$ cat src/rtl/cam_seq_ctrl_if.sv
// Command/response bus between the pin-level command decode and cam_seq_ctrl.
// master: command source (drives cmd_*, receives rsp_*).
// slave : the sequencer (accepts cmd_*, produces rsp_*).
interface cam_seq_ctrl_if #(
  parameter int KEY_W  = 4,
  parameter int DATA_W = 4,
  parameter int DEPTH  = 8,
  localparam int ADDR_W = $clog2(DEPTH)
);
  logic              cmd_valid;
  logic              cmd_ready;
  logic [1:0]        cmd_op;
  logic [KEY_W-1:0]  cmd_key;
  logic [DATA_W-1:0] cmd_data;

  logic              rsp_valid;
  logic              rsp_hit;
  logic              rsp_evict;
  logic [ADDR_W-1:0] rsp_addr;
  logic [DATA_W-1:0] rsp_data;

  modport master (
    output cmd_valid, cmd_op, cmd_key, cmd_data,
    input  cmd_ready, rsp_valid, rsp_hit, rsp_evict, rsp_addr, rsp_data
  );

  modport slave (
    input  cmd_valid, cmd_op, cmd_key, cmd_data,
    output cmd_ready, rsp_valid, rsp_hit, rsp_evict, rsp_addr, rsp_data
  );
endinterface

$ cat src/rtl/cam_seq_ctrl.sv
// cam_seq_ctrl: command sequencer and entry manager for the CAM core.
// Runs INSERT / LOOKUP / DELETE through SRCH -> EVAL -> (WR) -> RSP, owns the
// per-entry valid bits, lowest-free allocation and round-robin eviction.
// Optional feature: define CAM_CTRL_STATS_EN to build the saturating
// hit/miss counters; otherwise stat_hits/stat_miss are tied to zero.
module cam_seq_ctrl #(
  parameter int KEY_W  = 4,
  parameter int DATA_W = 4,
  parameter int DEPTH  = 8,
  localparam int ADDR_W = $clog2(DEPTH)
) (
  input  logic              clk,
  input  logic              rst_n,
  input  logic              ena,
  cam_seq_ctrl_if.slave     cmd,
  output logic              cam_search,
  output logic [KEY_W-1:0]  cam_key,
  input  logic [DEPTH-1:0]  cam_hit_vec,
  output logic [ADDR_W-1:0] cam_addr,
  input  logic [DATA_W-1:0] cam_rdata,
  output logic              cam_we,
  output logic [DATA_W-1:0] cam_wdata,
  output logic [7:0]        stat_hits,
  output logic [7:0]        stat_miss
);

  localparam logic [2:0] S_IDLE = 3'd0;
  localparam logic [2:0] S_SRCH = 3'd1;
  localparam logic [2:0] S_EVAL = 3'd2;
  localparam logic [2:0] S_WR   = 3'd3;
  localparam logic [2:0] S_RSP  = 3'd4;

  localparam logic [1:0] OP_NOP    = 2'b00;
  localparam logic [1:0] OP_INSERT = 2'b01;
  localparam logic [1:0] OP_LOOKUP = 2'b10;
  localparam logic [1:0] OP_DELETE = 2'b11;

  logic [2:0]        state;
  logic [1:0]        op_q;
  logic [KEY_W-1:0]  key_q;
  logic [DATA_W-1:0] data_q;
  logic [DEPTH-1:0]  valid;
  logic [ADDR_W-1:0] victim;
  logic [ADDR_W-1:0] target;

  logic              rsp_hit_q;
  logic              rsp_evict_q;
  logic [ADDR_W-1:0] rsp_addr_q;
  logic [DATA_W-1:0] rsp_data_q;

  logic [DEPTH-1:0]  match;
  logic              hit_any;
  logic [ADDR_W-1:0] hit_idx;
  logic              free_any;
  logic [ADDR_W-1:0] free_idx;
  logic [ADDR_W-1:0] ins_target;
  logic              ins_evict;

  // Priority-encode the lowest valid match and the lowest free entry.
  always_comb begin
    match    = cam_hit_vec & valid;
    hit_any  = |match;
    free_any = ~(&valid);
    hit_idx  = '0;
    free_idx = '0;
    for (int i = DEPTH - 1; i >= 0; i--) begin
      if (match[i]) hit_idx = ADDR_W'(i);
      if (!valid[i]) free_idx = ADDR_W'(i);
    end
    ins_evict = !hit_any && !free_any;
    if (hit_any)       ins_target = hit_idx;
    else if (free_any) ins_target = free_idx;
    else               ins_target = victim;
  end

  assign cmd.cmd_ready = (state == S_IDLE) && ena;
  assign cam_search    = (state == S_SRCH);
  assign cam_we        = (state == S_WR);
  assign cmd.rsp_valid = (state == S_RSP);
  assign cmd.rsp_hit   = rsp_hit_q;
  assign cmd.rsp_evict = rsp_evict_q;
  assign cmd.rsp_addr  = rsp_addr_q;
  assign cmd.rsp_data  = rsp_data_q;
  assign cam_key       = key_q;
  assign cam_wdata     = data_q;

  // Core address: hit index while evaluating, allocated target while writing.
  always_comb begin
    cam_addr = '0;
    if (state == S_EVAL)    cam_addr = hit_idx;
    else if (state == S_WR) cam_addr = target;
  end

  // Sequencer FSM, entry valid bits, victim pointer and response registers.
  always_ff @(posedge clk) begin
    if (!rst_n) begin
      state       <= S_IDLE;
      op_q        <= OP_NOP;
      key_q       <= '0;
      data_q      <= '0;
      valid       <= '0;
      victim      <= '0;
      target      <= '0;
      rsp_hit_q   <= 1'b0;
      rsp_evict_q <= 1'b0;
      rsp_addr_q  <= '0;
      rsp_data_q  <= '0;
    end else if (ena) begin
      case (state)
        S_IDLE: begin
          if (cmd.cmd_valid && (cmd.cmd_op != OP_NOP)) begin
            op_q   <= cmd.cmd_op;
            key_q  <= cmd.cmd_key;
            data_q <= cmd.cmd_data;
            state  <= S_SRCH;
          end
        end
        S_SRCH: state <= S_EVAL;
        S_EVAL: begin
          rsp_hit_q   <= hit_any;
          rsp_evict_q <= 1'b0;
          rsp_addr_q  <= hit_idx;
          rsp_data_q  <= ((op_q == OP_LOOKUP) && hit_any) ? cam_rdata : '0;
          if (op_q == OP_INSERT) begin
            target      <= ins_target;
            rsp_addr_q  <= ins_target;
            rsp_evict_q <= ins_evict;
            if (ins_evict) victim <= victim + 1'b1;
            state <= S_WR;
          end else begin
            if ((op_q == OP_DELETE) && hit_any) valid[hit_idx] <= 1'b0;
            state <= S_RSP;
          end
        end
        S_WR: begin
          valid[target] <= 1'b1;
          state         <= S_RSP;
        end
        S_RSP:   state <= S_IDLE;
        default: state <= S_IDLE;
      endcase
    end
  end

`ifdef CAM_CTRL_STATS_EN
  logic [7:0] hits_q;
  logic [7:0] miss_q;

  // Saturating hit/miss counters, updated once per command at evaluation.
  always_ff @(posedge clk) begin
    if (!rst_n) begin
      hits_q <= '0;
      miss_q <= '0;
    end else if (ena && (state == S_EVAL)) begin
      if (hit_any) begin
        if (hits_q != 8'hFF) hits_q <= hits_q + 8'd1;
      end else begin
        if (miss_q != 8'hFF) miss_q <= miss_q + 8'd1;
      end
    end
  end

  assign stat_hits = hits_q;
  assign stat_miss = miss_q;
`else
  assign stat_hits = '0;
  assign stat_miss = '0;
`endif

endmodule

$ cat src/flat_wrapper.sv
// flat-port wrapper written by rule: the top's interface ports become plain ports
module cam_seq_ctrl_flat 
#(
  parameter int KEY_W  = 4,
  parameter int DATA_W = 4,
  parameter int DEPTH  = 8,
  localparam int ADDR_W = $clog2(DEPTH)
)
  (clk, rst_n, ena, cam_search, cam_key, cam_hit_vec, cam_addr, cam_rdata, cam_we, cam_wdata, stat_hits, stat_miss, cmd_cmd_valid, cmd_cmd_op, cmd_cmd_key, cmd_cmd_data, cmd_cmd_ready, cmd_rsp_valid, cmd_rsp_hit, cmd_rsp_evict, cmd_rsp_addr, cmd_rsp_data);
  cam_seq_ctrl_if #(.KEY_W(KEY_W), .DATA_W(DATA_W), .DEPTH(DEPTH)) cmd_i ();
  input  logic clk;
  input  logic rst_n;
  input  logic ena;
  output logic cam_search;
  output logic [KEY_W-1:0] cam_key;
  input  logic [DEPTH-1:0] cam_hit_vec;
  output logic [ADDR_W-1:0] cam_addr;
  input  logic [DATA_W-1:0] cam_rdata;
  output logic cam_we;
  output logic [DATA_W-1:0] cam_wdata;
  output logic [7:0] stat_hits;
  output logic [7:0] stat_miss;
  input wire logic [$bits(cmd_i.cmd_valid)-1:0] cmd_cmd_valid;
  input wire logic [$bits(cmd_i.cmd_op)-1:0] cmd_cmd_op;
  input wire logic [$bits(cmd_i.cmd_key)-1:0] cmd_cmd_key;
  input wire logic [$bits(cmd_i.cmd_data)-1:0] cmd_cmd_data;
  output wire logic [$bits(cmd_i.cmd_ready)-1:0] cmd_cmd_ready;
  output wire logic [$bits(cmd_i.rsp_valid)-1:0] cmd_rsp_valid;
  output wire logic [$bits(cmd_i.rsp_hit)-1:0] cmd_rsp_hit;
  output wire logic [$bits(cmd_i.rsp_evict)-1:0] cmd_rsp_evict;
  output wire logic [$bits(cmd_i.rsp_addr)-1:0] cmd_rsp_addr;
  output wire logic [$bits(cmd_i.rsp_data)-1:0] cmd_rsp_data;
  assign cmd_i.cmd_valid = cmd_cmd_valid;
  assign cmd_i.cmd_op = cmd_cmd_op;
  assign cmd_i.cmd_key = cmd_cmd_key;
  assign cmd_i.cmd_data = cmd_cmd_data;
  assign cmd_cmd_ready = cmd_i.cmd_ready;
  assign cmd_rsp_valid = cmd_i.rsp_valid;
  assign cmd_rsp_hit = cmd_i.rsp_hit;
  assign cmd_rsp_evict = cmd_i.rsp_evict;
  assign cmd_rsp_addr = cmd_i.rsp_addr;
  assign cmd_rsp_data = cmd_i.rsp_data;
  cam_seq_ctrl #(.KEY_W(KEY_W), .DATA_W(DATA_W), .DEPTH(DEPTH)) u_core (.clk(clk), .rst_n(rst_n), .ena(ena), .cmd(cmd_i), .cam_search(cam_search), .cam_key(cam_key), .cam_hit_vec(cam_hit_vec), .cam_addr(cam_addr), .cam_rdata(cam_rdata), .cam_we(cam_we), .cam_wdata(cam_wdata), .stat_hits(stat_hits), .stat_miss(stat_miss));
endmodule
$ cat config.mk
export PLATFORM = sky130hd
export DESIGN_NAME = cam_seq_ctrl_flat
export DESIGN_NICKNAME = d
export VERILOG_FILES = /design/src/rtl/cam_seq_ctrl_if.sv /design/src/rtl/cam_seq_ctrl.sv /design/src/flat_wrapper.sv
export SDC_FILE = /design/constraint.sdc
export NUM_CORES = 1
export LEC_CHECK = 0
export BUFFER_PORTS_ARGS = -buffer_cell sky130_fd_sc_hd__buf_2
export CORE_MARGIN = 5
export CORE_UTILIZATION = 51
export DETAILED_ROUTE_END_ITERATION = 8
export GPL_ROUTABILITY_DRIVEN = 1
export GPL_TIMING_DRIVEN = 0
export MAX_ROUTING_LAYER = met4
export PLACE_DENSITY = 0.81
export SLEW_MARGIN = 20
export SYNTH_ARGS = -nofsm -noshare
export SYNTH_HDL_FRONTEND = slang
export SYNTH_SLANG_ARGS = --single-unit
$ cat constraint.sdc
create_clock -name clk -period 1.9 [get_ports clk]
set_input_delay 0.38 -clock clk [delete_from_list [all_inputs] [get_ports clk]]
set_output_delay 0.38 -clock clk [all_outputs]
set_load 0.05 [all_outputs]
==> results.json, run 1 <==
{
  "clock_path_buffers": 2,
  "cts_made_buffers": 5,
  "placed_area_um2": 2464,
  "crit_buf_inv": 2,
  "rows": 23,
  "avgViaCountPerCell": 5.437,
  "crit_slowest_cell": "dfxtp_4",
  "syn_area_um2": 2071,
  "grt_usage_pct": 21.48,
  "vias": 2055,
  "synth_edf_count": 0,
  "synthDistinctLibCells": 58,
  "fin_util_pct": 72.02,
  "power-per-cell-area_nw_per_um2": 600.0,
  "crit_chain": "buf_4, a22oi_2, a21oi_2, or3_4, a21oi_4, buf_6",
  "crit_required_ns": 1.52,
  "layout.nets": 354,
  "hp-class": "input port to flop",
  "p_leak_nw": 1.216,
  "rsz0062_at_grt": "yes",
  "synth_async_sr_flop_share_pct": 0,
  "die_h_um": 73.72,
  "final.setup_skew_ns": 0.002414,
  "violations": "negative setup slack",
  "drc": 0,
  "grt_overflow_total": 0,
  "clk_latency_ns": 0.29,
  "clk_pin_slew_ns": 0.07,
  "antenna_found_initial": 0,
  "drt_wl_total_um": 5547,
  "cts_tree": "built",
  "ys_warn_count": 0,
  "drtIter0Drc": 207,
  "clock.fmax_ghz": 0.4694,
  "io_buffers": 49,
  "firstDrtPassIters": 5,
  "cp.arrival_ns": 1.75,
  "setup_viol": 3,
  "worst_slack_ns": -0.2306,
  "drv_cap": 0,
  "vdd_drop_max_uv": 409.5,
  "stdcell_area_um2": 2860,
  "worstSetupPathType": "flop to primary output",
  "ys.flop_type": "dfxtp_1",
  "path_depth": 6,
  "synth-seq-area-share_pct": 34.80,
  "synth_compound_area_share_pct": 20.97,
  "crit_path_max_fanout": 3,
  "syn_area_per_cell_um2": 8.926,
  "synth.area.mux_share_pct": 7.372,
  "start_util_pct": 52.14,
  "grt_max_degree": 12,
  "start_kind": "flop",
  "whs_path_depth": 3,
  "root_buffer": "clkbuf_8",
  "min_period_ns": 2.131,
  "core-area_um2": 3971,
  "mostFrequentLayoutCell": "buf_2",
  "netlist_instances": 232,
  "wl_per_cell_um": 14.67,
  "area_growth_pct": 38.13,
  "postCtsHoldBufs": 0,
  "ys_seq_elements": 36,
  "synth_top_family_by_area": "simple AND/OR/NAND/NOR gates",
  "fin_crit_sh_pct": 112.1,
  "dpl.hpwl_um": 3810,
  "finalMaxSlewViolations": 0,
  "grt_pass1_vias": 1921,
  "status": "finished with violations",
  "cts_sinks": 36,
  "crit_path_max_incr_delay_ns": 0.35,
  "synthSimpleGateAreaFrac_pct": 26.28,
  "synth-xor-area-share_pct": 0,
  "antenna_cells": 0,
  "antenna_left": 0,
  "grt_pass1_wl_um": 8769,
  "cts_htree_levels": 2,
  "cp_top_family": "compound AO/OA/AOI/OAI gates",
  "die_width_um": 73.72,
  "layout_common_cells": "buf_2 (51), buf_4 (42), dfxtp_1 (28)",
  "gp_congestion": 0.9663,
  "io_pins": 66,
  "drive_gt1_share_pct": 42.99,
  "end_kind": "primary output",
  "die-area_um2": 5435,
  "r2r_cells": 9,
  "hold_viol_final": 0,
  "synth_fa_ha_area_share_pct": 0.6042
}
-- synthesized netlist by cell type, types with 4 or more instances --
cell type  count  area (um^2)
dfxtp_1       36        720.7
nand2_1       19        71.32
nor2b_1       18        112.6
buf_4         17        127.6
mux2i_1       13        130.1
a21oi_1       10        50.05
nor3_1        10        50.05
o21ai_0       10        50.05
nand2b_1       7        43.79
nor2_1         6        22.52
a22o_1         5        43.79
buf_2          5        25.02
a22oi_1        4        30.03
a32oi_1        4        35.03
clkbuf_1       4        15.01
inv_1          4        15.01
nor4_1         4        25.02
-- area by class of cell --
type | instances | area [um^2]
well taps | 50 | 62.56
repair buffers | 74 | 455.4
multi-input cells | 178 | 1292
plain buffers | 27 | 172.7
clock buffers | 6 | 72.57
flip-flops and latches | 36 | 748.2
inverters | 5 | 21.27
fillers | 318 | 1111
clock inverters | 2 | 35.03
-- layer usage --
metal,wire length [um],global-route usage (%),part of all wire (%),vias up
met3,392,3.694,7.1,7
met2,2685,35.93,48,71
met1,2385,25.46,43,957
met5,0,-,0,-
li1,-,-,-,1020
met4,83,8.451,1.5,0
-- path summary, 6_finish.rpt --
check,from,end,slack (ns)
min,cmd_cmd_data[1],u_core.cam_wdata[1]$_SDFFE_PN0P_,0.34
max reg2reg,u_core.valid[4]$_SDFFE_PN0P_,u_core.valid[3]$_SDFFE_PN0P_,0.04
max,u_core.valid[4]$_SDFFE_PN0P_,cam_addr[1],-0.23
min reg2reg,u_core.cmd.rsp_evict$_SDFFE_PN0P_,u_core.cmd.rsp_evict$_SDFFE_PN0P_,0.45
-- registers in the layout, indices dropped and copies added (netlist names) --
register,cells
u_core.cam_wdata,4
u_core.cmd.rsp_hit,1
u_core.cmd.rsp_addr,3
u_core.cam_key,4
u_core.cmd.rsp_evict,1
u_core.op_q,2
u_core.state,3
u_core.cmd.rsp_data,4
u_core.valid,8
u_core.target,3
u_core.victim,3
-- power breakdown --
group	switching, mW	internal (mW)	leakage, nW
registers	0.00820	0.757	0.297
logic	0.188	0.0872	0.863
clock network	0.287	0.390	0.0552
-- per-stage QoR --
| step | cells | worst slack, ns | power, mW | hold WS [ns] | setup TNS (ns) |
|---|---|---|---|---|---|
| 2_1_floorplan | 247 | -0.2868 | 1.001 | 0.4460 | -0.8591 |
| 3_3_place_gp | 346 | -0.2875 | 1.059 | 0.4396 | -0.8292 |
| 3_5_place_dp | 346 | -0.2982 | 1.062 | 0.4496 | -0.8083 |
| 4_1_cts | 371 | -0.1793 | 1.727 | 0.3352 | -0.4003 |
| 5_1_grt | 378 | -0.3401 | 1.784 | 0.3584 | -0.9900 |
| 6_report | 378 | -0.2306 | 1.716 | 0.3433 | -0.6431 |
-- repair_timing --
action,in CTS,in global routing
pin swaps,12,7
gates resized for setup,28,7
setup endpoints to repair,5,5
buffers inserted,18,7
hold endpoints to repair,0,0
-- worst register-to-register path, cell delays in order (launching register included) --
cell,delay [ns]
dfxtp_4,0.35
a222oi_1,0.47
buf_4,0.19
buf_4,0.09
buf_4,0.09
buf_4,0.09
buf_4,0.09
buf_4,0.10
a22o_1,0.19
a21oi_1,0.08
-- cell families (layout without fill, tap and decap cells) --
| family | Yosys count | count (layout) |
|---|---|---|
| simple gates | 86 | 86 |
| compound gates | 60 | 60 |
| flops | 36 | 36 |
| buf+inv | 33 | 114 |
| mux | 15 | 15 |
| fa+ha+maj | 1 | 1 |
| other cells | 1 | 16 |
(Power assumes the default switching activity.)
==> inputs of run 2 (changes only) <==
- RECOVER_POWER: unset -> 50
- clock period: 1.9 -> 2.3 ns (I/O delays scaled with it)
==> run 2 against run 1 <==
- the run now ends clean
- total power decreased by 17%
- die area unchanged
- clock skew about the same
- worst hold slack improved by 0.082 ns
- sequential cell count unchanged
- clock-buffer cell count decreased by 1
- sequential share of layout area increased by 1.7 points
- sequential power decreased by 16%
==> results.json, run 2 (same netlist as run 1, synthesis figures left out) <==
{
  "grt_use_met1_pct": 23.50,
  "io_buffers": 49,
  "firstDrtPassIters": 4,
  "finalPower_mw": 1.421,
  "grt_usage_pct": 19.80,
  "antenna_cells": 0,
  "crit_required_ns": 1.84,
  "drv_cap": 0,
  "grt_max_degree": 13,
  "grt_pass1_vias": 1801,
  "vias": 2030,
  "postCtsHoldBufs": 0,
  "fin_crit_sh_pct": 97.24,
  "grt_overflow_total": 0,
  "avgViaCountPerCell": 5.577,
  "hold_viol_final": 0,
  "met2_usage_pct": 31.79,
  "cts_htree_levels": 2,
  "cp.arrival_ns": 1.78,
  "worstSetupPathType": "flop to primary output",
  "min_period_ns": 2.237,
  "layout_common_cells": "buf_2 (32), dfxtp_1 (30), buf_4 (27)",
  "start_util_pct": 52.14,
  "vdd_drop_max_uv": 477.5,
  "worst_slack_ns": 0.06342,
  "mostFrequentLayoutCell": "buf_2",
  "clk_pin_slew_ns": 0.07,
  "drt_wl_total_um": 5250,
  "clk_latency_ns": 0.29,
  "dpl.hpwl_um": 3910,
  "drc": 0,
  "start_kind": "flop",
  "setup_viol": 0,
  "crit_path_max_fanout": 7,
  "die-area_um2": 5435,
  "die_h_um": 73.72,
  "clock.fmax_ghz": 0.4471,
  "hp-class": "input port to flop",
  "core-area_um2": 3971,
  "power-per-cell-area_nw_per_um2": 544.2,
  "die_width_um": 73.72,
  "fin_util_pct": 65.75,
  "dp_slack_ns": -0.05212,
  "finalMaxSlewViolations": 0,
  "top_register": "u_core.valid",
  "drive_gt1_share_pct": 30.57,
  "largest_reg_flops": 8,
  "area_growth_pct": 26.10,
  "busiest_layer": "met2",
  "antenna_left": 0,
  "final.setup_skew_ns": 0.002034,
  "clock_path_buffers": 2,
  "cts_tree": "built",
  "grt_pass1_wl_um": 8038,
  "relSlewSlack_pct": 34.22,
  "worstMarginPinSlew_ns": 0.9777,
  "cts_made_buffers": 5,
  "root_buffer": "clkbuf_8",
  "io_pins": 66,
  "layout.nets": 340,
  "wl_per_cell_um": 14.42,
  "rsz0062_at_grt": "no",
  "end_kind": "primary output",
  "cts_sinks": 36,
  "gp_congestion": 0.9883,
  "status": "complete, no violations",
  "use_met3_pct": 4.378,
  "drtIter0Drc": 104,
  "rows": 23,
  "antenna_found_initial": 0,
  "p_leak_nw": 1.010
}
## run 2: what timing repair did
item	in CTS	in global routing
pin swaps	3	5
buffers inserted	3	7
resized for setup	8	7
endpoints found under the setup margin	3	3
hold endpoints to repair	0	0
## run 2: power by group
| part | switching [mW] | internal (mW) |
|---|---|---|
| Sequential | 0.00679 | 0.634 |
| Clock | 0.241 | 0.321 |
| Combinational | 0.151 | 0.0673 |
| Total | 0.399 | 1.02 |
## run 2: final cells by class
class | count | area [um^2]
fillers | 378 | 1360
multi-input cells | 178 | 1199
flip-flops and latches | 36 | 728.2
repair buffers | 59 | 314.1
plain buffers | 28 | 177.7
clock buffers | 5 | 68.82
well taps | 50 | 62.56
clock inverters | 3 | 42.54
inverters | 5 | 18.77
## run 2: final timing paths
check,from,end,slack [ns],cells past startpoint
worst min register to register,u_core.cmd.rsp_evict$_SDFFE_PN0P_,u_core.cmd.rsp_evict$_SDFFE_PN0P_,0.47,2
worst max register to register,u_core.valid[6]$_SDFFE_PN0P_,u_core.cmd.rsp_addr[2]$_SDFFE_PN0P_,0.13,5
worst max-delay path,u_core.valid[4]$_SDFFE_PN0P_,cam_addr[1],0.06,5
worst min-delay path,cmd_cmd_data[3],u_core.cam_wdata[3]$_SDFFE_PN0P_,0.42,3
## run 2: metrics by stage
| stage | hold slack [ns] | instances | TNS (ns) | instance area (um^2) |
|---|---|---|---|---|
| 3_3_place_gp | 0.4405 | 346 | -0.07789 | 2446 |
| 4_1_cts | 0.4170 | 357 | 0 | 2605 |
| 3_5_place_dp | 0.4454 | 346 | -0.08727 | 2446 |
| 6_report | 0.4250 | 364 | 0 | 2611 |
| 2_1_floorplan | 0.4460 | 247 | -0.03404 | 2138 |
| 5_1_grt | 0.4406 | 364 | 0 | 2611 |
## run 2: worst max-delay path: stages (launching register included)
cell,delay [ns]
dfxtp_2,0.37
a22oi_2,0.22
a21oi_1,0.17
or3_1,0.39
a21oi_2,0.16
buf_6,0.17
## run 2: layer usage
layer | routed length, um | share of wire, % | vias up
li1 | - | - | 992
met4 | 129 | 2.5 | 0
met2 | 2505 | 48 | 72
met3 | 404 | 7.7 | 14
met5 | 0 | 0 | -
met1 | 2211 | 42 | 952
==> inputs of run 3 (changes only) <==
- CAP_MARGIN: unset -> 0
- PLACE_DENSITY: 0.81 -> 0.92
==> run 3 against run 2 <==
- final cell count down 0.82%
- clock skew increased by 0.00068 ns
- total power is 3.8% higher
- via count fell by 0.94%
- sequential power is essentially flat
- critical path type unchanged
- critical endpoint is now cam_addr[0]
- largest cell class unchanged
==> results.json, run 3 (same netlist as run 1, synthesis figures left out) <==
{
  "area_growth_pct": 25.98,
  "cp.arrival_ns": 1.73,
  "routed.top_layer": "met4",
  "final.setup_skew_ns": 0.002712,
  "wl_met3_um": 363,
  "power-per-cell-area_nw_per_um2": 565.4,
  "start_kind": "flop",
  "worstSetupPathType": "flop to primary output",
  "finalMaxSlewViolations": 0,
  "layout_common_cells": "buf_2 (32), dfxtp_1 (31), buf_4 (25)",
  "setup_viol": 0,
  "holdWs_ns": 0.4264,
  "crit_chain": "buf_6, a222oi_1, a22oi_2, a211oi_2, buf_6",
  "io_pins": 66,
  "worstMarginPinSlew_ns": 0.6695,
  "grt_overflow_total": 0,
  "dpl.hpwl_um": 4069,
  "met1_length_um": 2183,
  "cts_sinks": 36,
  "finalPower_mw": 1.475,
  "tns_ns": 0,
  "drt_wl_total_um": 5287,
  "antenna_found_initial": 0,
  "gp_congestion": 0.9678,
  "layout.nets": 337,
  "cpMostUsedCell": "buf_6",
  "die_h_um": 73.72,
  "grt_pass1_wl_um": 8521,
  "vdd_drop_max_uv": 464.8,
  "met2_length_um": 2626,
  "crit_required_ns": 1.84,
  "io_buffers": 49,
  "rows": 23,
  "core-area_um2": 3971,
  "mostFrequentLayoutCell": "buf_2",
  "postCtsHoldBufs": 0,
  "grt_usage_pct": 21.02,
  "clock_path_buffers": 2,
  "crit_path_max_incr_delay_ns": 0.41,
  "antenna_left": 0,
  "hp-class": "input port to flop",
  "start_util_pct": 52.14,
  "antenna_cells": 0,
  "min_period_ns": 2.194,
  "drtIter0Drc": 168,
  "clock.fmax_ghz": 0.4559,
  "crit_path_max_fanout": 9,
  "end_kind": "primary output",
  "p_leak_nw": 1.010,
  "cts_made_buffers": 5,
  "drive_gt1_share_pct": 30.23,
  "die_width_um": 73.72,
  "grt_pass1_vias": 1914,
  "vias": 2011,
  "top_register": "u_core.valid",
  "drv_cap": 0,
  "status": "complete, no violations",
  "avgViaCountPerCell": 5.571,
  "largest_reg_flops": 8,
  "rsz0062_at_grt": "no",
  "crit_slowest_cell": "a222oi_1",
  "clk_latency_ns": 0.29,
  "grt_max_degree": 12,
  "die-area_um2": 5435,
  "drc": 0,
  "fin_crit_sh_pct": 95.37,
  "relSlewSlack_pct": 55.37,
  "wl_per_cell_um": 14.65,
  "cts_tree": "built",
  "cts_htree_levels": 2,
  "firstDrtPassIters": 4,
  "hold_viol_final": 0,
  "root_buffer": "clkbuf_8",
  "clk_pin_slew_ns": 0.07
}
run 3: changes by cell type in the layout (fill, tap and decap cells not counted), sizes merged:
cell / delta
buf: -3
clkinvlp: -1
clkbuf: +2
clkinv: -1
run 3: repair_timing:
action                     4_1_cts  5_1_grt
setup buffers                    3        4
setup endpoints to repair        3        3
gates resized for setup          7        7
pin swaps                        3        5
run 3: through the flow:
stage | setup WS [ns] | cell area [um^2] | util (%) | std cells
final | 0.1064 | 2609 | 65.69 | 361
after global routing | 0.007931 | 2609 | 65.69 | 361
after CTS | 0.002399 | 2619 | 65.94 | 357
after detailed placement | -0.06615 | 2446 | 61.59 | 346
after global placement | -0.01846 | 2446 | 61.59 | 346
after floorplan | -0.03404 | 2138 | - | 247
run 3: per-layer routing:
| metal | GRT usage [%] | vias up |
|---|---|---|
| met1 | 25.00 | 938 |
| met5 | - | - |
| met3 | 5.609 | 11 |
| met2 | 33.37 | 73 |
| li1 | - | 989 |
| met4 | 8.853 | 0 |
run 3: layout make-up:
cell class                 instances  area, um^2
inverter                           5       18.77
multi-input combinational        178        1209
tap                               50       62.56
sequential                        36       726.9
clock inverter                     1       30.03
fill                             352        1363
clock buffer                       7       96.34
buffer                            28       177.7
timing repair buffer              56       287.8
run 3: path summary, 6_finish.rpt:
kind,startpoint,to,slack [ns],depth (start not counted)
setup / recovery,u_core.valid[0]$_SDFFE_PN0P_,cam_addr[0],0.11,5
hold / removal,cmd_cmd_key[3],u_core.cam_key[3]$_SDFFE_PN0P_,0.43,3
setup reg to reg,u_core.state[2]$_SDFFE_PN0P_,u_core.cam_wdata[2]$_SDFFE_PN0P_,0.31,6
hold reg to reg,u_core.cmd.rsp_evict$_SDFFE_PN0P_,u_core.cmd.rsp_evict$_SDFFE_PN0P_,0.46,2
run 3: worst max-delay path: cells and delay by family, from the launching register on:
family / cells / cell delay, ns
buffers and inverters: 2 / 0.32
AOI/OAI and AO/OA: 3 / 0.81
DFF: 1 / 0.31
run 3: where the power goes:
| part | total, mW | switching (mW) | internal, mW |
|---|---|---|---|
| combinational | 0.220 | 0.153 | 0.0675 |
| clock | 0.614 | 0.231 | 0.383 |
| sequential | 0.641 | 0.00700 | 0.634 |
| total | 1.48 | 0.391 | 1.08 |
